[config.mk]
export PLATFORM = sky130hd
export DESIGN_NAME = clock_enable_controller
export DESIGN_NICKNAME = d
export VERILOG_FILES = /design/src/rtl/cg_pkg.sv /design/src/rtl/clock_enable_controller.sv
export SDC_FILE = /design/constraint.sdc
export NUM_CORES = 1
export LEC_CHECK = 0
export BUFFER_PORTS_ARGS = -buffer_cell sky130_fd_sc_hd__buf_2
export CORE_MARGIN = 2
export CORE_UTILIZATION = 30
export CTS_BUF_LIST = sky130_fd_sc_hd__clkbuf_16
export CTS_CLUSTER_SIZE = 14
export DETAILED_ROUTE_END_ITERATION = 6
export GPL_TIMING_DRIVEN = 0
export PLACE_DENSITY = 0.5
export SLEW_MARGIN = 20
export SYNTH_ARGS = -nofsm -noshare
export SYNTH_HDL_FRONTEND = slang
export SYNTH_SLANG_ARGS = --single-unit
[constraint.sdc]
create_clock -name i_clk -period 1.35 [get_ports i_clk]
set_input_delay 0.0675 -clock i_clk [delete_from_list [all_inputs] [get_ports i_clk]]
set_output_delay 0.0675 -clock i_clk [all_outputs]
set_load 0.005 [all_outputs]
[src/rtl/cg_pkg.sv]
// Shared encodings for the clock-gating control slice.
// State values are fixed because software reads them through o_state.
package cg_pkg;

    localparam int ST_W = 2;

    localparam logic [ST_W-1:0] ST_OFF  = 2'd0;
    localparam logic [ST_W-1:0] ST_WAKE = 2'd1;
    localparam logic [ST_W-1:0] ST_ON   = 2'd2;
    localparam logic [ST_W-1:0] ST_IDLE = 2'd3;

endpackage

[src/rtl/clock_enable_controller.sv]
// Always-on controller that drives the gated-clock enable: wakes on
// request, stays on while busy, and turns off after an idle timeout.
module clock_enable_controller
    import cg_pkg::*;
#(
    parameter int IDLE_TIMEOUT = 16,
    parameter int WAKE_CYCLES  = 2,
    parameter int CNT_W        = 8
) (
    input  logic            i_clk,
    input  logic            i_rstn,
    input  logic            i_wake_req,
    input  logic            i_busy,
    input  logic            i_force_on,
    output logic            o_clock_en,
    output logic            o_wake_ack,
    output logic [ST_W-1:0] o_state
);

    localparam logic [CNT_W-1:0] WAKE_LAST = CNT_W'(WAKE_CYCLES - 1);
    localparam logic [CNT_W-1:0] IDLE_LAST = CNT_W'(IDLE_TIMEOUT - 1);
    localparam logic [CNT_W-1:0] CNT_MAX   = '1;
    localparam logic [CNT_W-1:0] CNT_ONE   = CNT_W'(1);

    logic [ST_W-1:0]  state_q;
    logic [ST_W-1:0]  state_d;
    logic [CNT_W-1:0] cnt_q;
    logic [CNT_W-1:0] cnt_d;
    logic [CNT_W-1:0] cnt_inc;
    logic             req_q;
    logic             pend_q;
    logic             pend_d;
    logic             arm_q;
    logic             arm_d;
    logic             ack_d;
    logic             en_q;
    logic             active;
    logic             rise;

    assign active  = i_wake_req | i_busy | i_force_on;
    assign rise    = i_wake_req & ~req_q;
    assign cnt_inc = (cnt_q == CNT_MAX) ? cnt_q : cnt_q + 1'b1;

    // A request seen during wake-up is held in pend and acked one
    // cycle after entering ON, once the gated clock has settled.
    always_comb begin
        state_d = state_q;
        cnt_d   = cnt_q;
        pend_d  = pend_q;
        arm_d   = 1'b0;
        ack_d   = arm_q;
        unique case (1'b1)
            (state_q == ST_OFF): begin
                pend_d = 1'b0;
                if (active) begin
                    state_d = ST_WAKE;
                    cnt_d   = '0;
                    pend_d  = rise;
                end
            end
            (state_q == ST_WAKE): begin
                pend_d = pend_q | rise;
                if (cnt_q >= WAKE_LAST) begin
                    state_d = ST_ON;
                    cnt_d   = '0;
                    arm_d   = pend_q | rise;
                    pend_d  = 1'b0;
                end else begin
                    cnt_d = cnt_inc;
                end
            end
            (state_q == ST_ON): begin
                ack_d = arm_q | rise;
                if (active) begin
                    cnt_d = '0;
                end else if (IDLE_TIMEOUT <= 1) begin
                    state_d = ST_OFF;
                    cnt_d   = '0;
                end else begin
                    state_d = ST_IDLE;
                    cnt_d   = CNT_ONE;
                end
            end
            (state_q == ST_IDLE): begin
                ack_d = arm_q | rise;
                if (active) begin
                    state_d = ST_ON;
                    cnt_d   = '0;
                end else if (cnt_q >= IDLE_LAST) begin
                    state_d = ST_OFF;
                    cnt_d   = '0;
                end else begin
                    cnt_d = cnt_inc;
                end
            end
            default: begin
                state_d = ST_OFF;
                cnt_d   = '0;
                pend_d  = 1'b0;
                ack_d   = 1'b0;
            end
        endcase
    end

    always_ff @(posedge i_clk or negedge i_rstn) begin
        if (!i_rstn) begin
            state_q    <= ST_OFF;
            cnt_q      <= '0;
            req_q      <= 1'b0;
            pend_q     <= 1'b0;
            arm_q      <= 1'b0;
            en_q       <= 1'b0;
            o_wake_ack <= 1'b0;
        end else begin
            state_q    <= state_d;
            cnt_q      <= cnt_d;
            req_q      <= i_wake_req;
            pend_q     <= pend_d;
            arm_q      <= arm_d;
            en_q       <= (state_d != ST_OFF);
            o_wake_ack <= ack_d;
        end
    end

    assign o_clock_en = en_q;
    assign o_state    = state_q;

endmodule

# Yosys cells after proc, flatten, opt, wreduce, memory -nomap -nowiden
# Cells that the tools add are included.
# op_classes
addsub	1
n_lt_le_gt_ge	2
n_eq_ne	5
muxes	19
bitwise_logic	6
n_reduce_logical	4
# ops
cell	count
8-bit two-way mux	5
8-bit one-hot mux with 4 select lines	1
2-bit two-way mux	5
8-bit by 1-bit adder with 8-bit output (second input constant)	1
8-bit == test (second input constant)	1
8-bit by 1-bit greater-or-equal comparator with 1-bit output (second input constant)	1
8-bit by 4-bit greater-or-equal comparator with 1-bit output (second input constant)	1
2-bit one-hot mux with 4 select lines	1
1-bit two-way mux	5
2-bit == test (second input constant)	2
1-bit OR	4
2-bit OR reduction	2
1-bit one-hot mux with 3 select lines	1
2-bit by 1-bit == test with 1-bit output (second input constant)	1
2-bit zero test	1
2-bit != test (second input constant)	1
1-bit one-hot mux with 2 select lines	1
2-bit nonzero test	1
1-bit bitwise AND	1
1-bit NOT	1
# word_totals
regBits	15
input_bits	5

# Longest topological paths before layout
# depth
depth_word	5
ltp_mapped	6
mapped_depth_nobuf	6

# Worst setup path after synthesis
# OpenSTA, ideal clock, no wires.
# synth_timing
path_type	reg-to-reg
from	register cnt_q[0]
to	register cnt_q[3]
setup_ns	0.126
arrival_ns	1.252
slack_ns	-0.027
stages_incl_launch_ff	7
n_path_buf	0
cell_sequence	dfrtp_1 -> inv_1 -> ha_1 -> nor4b_4 -> a22o_4 -> a41oi_1 -> a21oi_1
# synth_via
elab_chain_cells	5
word_cells_on_any_way	9
cone_classes	add/sub: 1; order compare: 2; eq/ne: 1; mux: 5
# synth_lines
element	line_no	source
start, declared	clock_enable_controller.sv:27	logic [CNT_W-1:0] cnt_q;
start signal, assigned	clock_enable_controller.sv:116	cnt_q <= cnt_d;
8-bit by 1-bit adder with 8-bit output / 8-bit == test (equally long branches)	clock_enable_controller.sv:42	assign cnt_inc = (cnt_q == CNT_MAX) ? cnt_q : cnt_q + 1'b1;
8-bit two-way mux	clock_enable_controller.sv:42	
8-bit two-way mux	clock_enable_controller.sv:89	end else if (cnt_q >= IDLE_LAST) begin
8-bit two-way mux	clock_enable_controller.sv:86	if (active) begin
8-bit one-hot mux with 4 select lines (*)	clock_enable_controller.sv:52	unique case (1'b1)
# Mark *: on every way between the ends. The rest lies on a longest branch, timed or not.
# A chain may end at the register's enable or synchronous reset.

# Worst setup path after layout
# layout_timing
from	register cnt_q[0]
to	register cnt_q[1]
# Same word-level chain as after synthesis.

==> reports/summary.txt <==
Syn Nets: 73
Flops & latches, synth: 15
Max-cap violation count: 0
Initial Util: 31.2%
Synth top area share: 49.0%
Critical Path AT: 1.63 ns
Final Wtd Congestion: 0.749
Max-slew violation count: 0
Placed instance area: 853 sq um
Area contributors post-synth: dfrtp_1 (49%), nor4b_4 (6.2%), ha_1 (4.9%)
Status: complete, but fails checks
Top_reg_cell synth: dfrtp_1
# rows: 18
WL/cell: 13.5 um
Worst-path fanout max: 4
Area leader, netlist: dfrtp_1
RSZ-0062 raised after global routing: yes
Design area: 0.00103 sq mm
Leak: 0.460 nW
Syn_area_per_cell: 11.8 sq um
TritonCTS Sinks: 15
Die Y: 54.5 um
Worst skew pair latency: 0.24 ns
Pre-CTS WS: -0.143 ns
Post-synth EDFFs: 0
Clock root buffer master: clkbuf_16
Async SR Flop Fraction: 100%
R2r setup slk: -0.11 ns
H-tree depth: 1
GRT Residual Overflow: 0
PnR worst setup slack: -0.111 ns
Initial antenna violation count: 0
PortBufs: 8
Failing checks: negative setup slack
Fin. Hold Viols: 0
Cell with the most instances after synthesis: dfrtp_1
DRC Markers: 0
Vias per inst: 5.01
Crit end category: flip-flop
Vias: 561
Post-synthesis sequential area ratio: 49.0%
Relative slew slack: 76.6%
CP startpoint kind: flip-flop
Routed WL: 1.51 mm
Clock buffer count from CTS: 3
Area delta synth->final: 35.1%
Largest net degree at the start of global routing: 16
Pre-antenna DRT Iters: 4
IO Pins: 9
Tot GR Track Use: 11.9%
Final setup violation count: 8
Fin crit period: 1.46 ns
First-pass GRT wire length: 2.42 mm
Vias in the first global route: 510
Maximum VDD drop: 1.14 mV
Fmax: 685 MHz
Data required, critical path: 1.52 ns
Iter 0 DRT Violations: 4
Part of the cycle the worst path needs: 108%
Clock Skew: 0.00150 ns
Yosys cell types: 25
Worst-path clk slew: 0.05 ns
TritonCTS clock tree: done
Commonest cells in the netlist: dfrtp_1 (15), a21oi_1 (5), inv_1 (5)
Fraction of layout cells with a size suffix above 1: 43.9%
Worst setup path class: flip-flop to flip-flop
WHS: 0.0142 ns
Yosys warns: 0
Synthesized area: 766 sq um
Die area: 0.00297 sq mm
Fill count: 244
Post-DP HPWL: 1.06 mm
Gate Count Post-Synth: 65
Fin nets: 91
Min-Delay Path Class: input port to flip-flop
ANT nets after route: 0
Die width: 54.5 um
Slew at the pin closest to its max-slew limit: 0.352 ns
Core Region: 0.00245 sq mm
Cell Pwr Density: 1160 mW/mm^2
Clk buf depth: 2
Inserted Diodes: 0
Fin Setup TNS: -0.585 ns
-- metrics by stage --
stage / total power [mW] / util [%] / instances
finish: 1.20 / 42.2 / 112
global route: 1.26 / 42.2 / 112
CTS: 1.20 / 39.9 / 110
detailed placement: 0.604 / 34.8 / 103
global placement: 0.600 / 34.8 / 103
floorplan: 0.558 / - / 65
-- metal layers --
layer	vias to the layer above	GRT usage, %	wire length (um)
met2	7	18.1	766
li1	280	-	-
met4	0	5.00	10
met1	272	14.9	680
met3	2	4.92	54
met5	-	0	0
-- cell usage in the layout (no fill, tap or decap), types with 2 or more instances in the layout --
master      n
clkbuf_16   3
a21oi_2     3
nand2_1     4
and3_1      4
inv_2       2
o211ai_1    3
nand3_4     2
o21ai_0     2
buf_6       2
nand4_1     3
nor4b_4     2
inv_1       3
a21o_1      3
a21oi_1     2
nor2_1      3
dfrtp_1    14
buf_2       8
buf_4       3
-- where the power goes --
part | total (mW) | internal (mW) | leakage [nW] | switching, mW
sequential | 0.490 | 0.469 | 0.193 | 0.0208
combinational | 0.133 | 0.0609 | 0.227 | 0.0717
clock | 0.579 | 0.396 | 0.0409 | 0.183
total | 1.20 | 0.926 | 0.460 | 0.276
-- registers in the layout (all words and copies together) (netlist names) --
| name | count |
|---|---|
| o_wake_ack | 1 |
| o_clock_en | 1 |
| arm_q | 1 |
| cnt_q | 8 |
| req_q | 1 |
| o_state | 2 |
| pend_q | 1 |
-- worst paths after layout --
kind | to | start | cells past startpoint
setup / recovery | cnt_q[1] | cnt_q[0] | 5
hold / removal | req_q | i_wake_req | 1
setup reg to reg | cnt_q[1] | cnt_q[0] | 5
hold reg to reg | o_wake_ack | arm_q | 1
max in group asynchronous | cnt_q[0] | i_rstn | 2
min in group asynchronous | cnt_q[1] | i_rstn | 2
-- timing repair --
action,CTS,global route
resized for setup,6,8
hold endpoints to repair,15,0
hold buffers,1,0
setup buffers,2,2
pin swaps,2,7
gates cloned,0,0
endpoints found under the setup margin,9,9
-- cells by family after synthesis --
family / synth area share [%]
adder cells (fa/ha/maj): 4.90
flip-flops: 49.0
AO/OA/AOI/OAI: 18.1
AND/OR/NAND/NOR: 24.0
buffers and inverters: 3.92
-- critical path: stages (launching register included) --
cell and delay (ns):
dfrtp_2 0.45, ha_4 0.18, nor4b_4 0.27, a22o_4 0.22, nand3_4 0.09, o22ai_2 0.18
-- area by class of cell --
cell class	count	area [sq um]	share of cell area, %
Buffer	1	11.3	1.09
Clock buffer	3	75.1	7.26
Sequential cell	15	377	36.4
Inverter	5	18.8	1.81
Timing Repair Buffer	13	83.8	8.10
Multi-Input combinational cell	44	427	41.2
Tap cell	30	37.5	3.63
Clock inverter	1	5.00	0.484
Power figures use the tool's default switching activity.
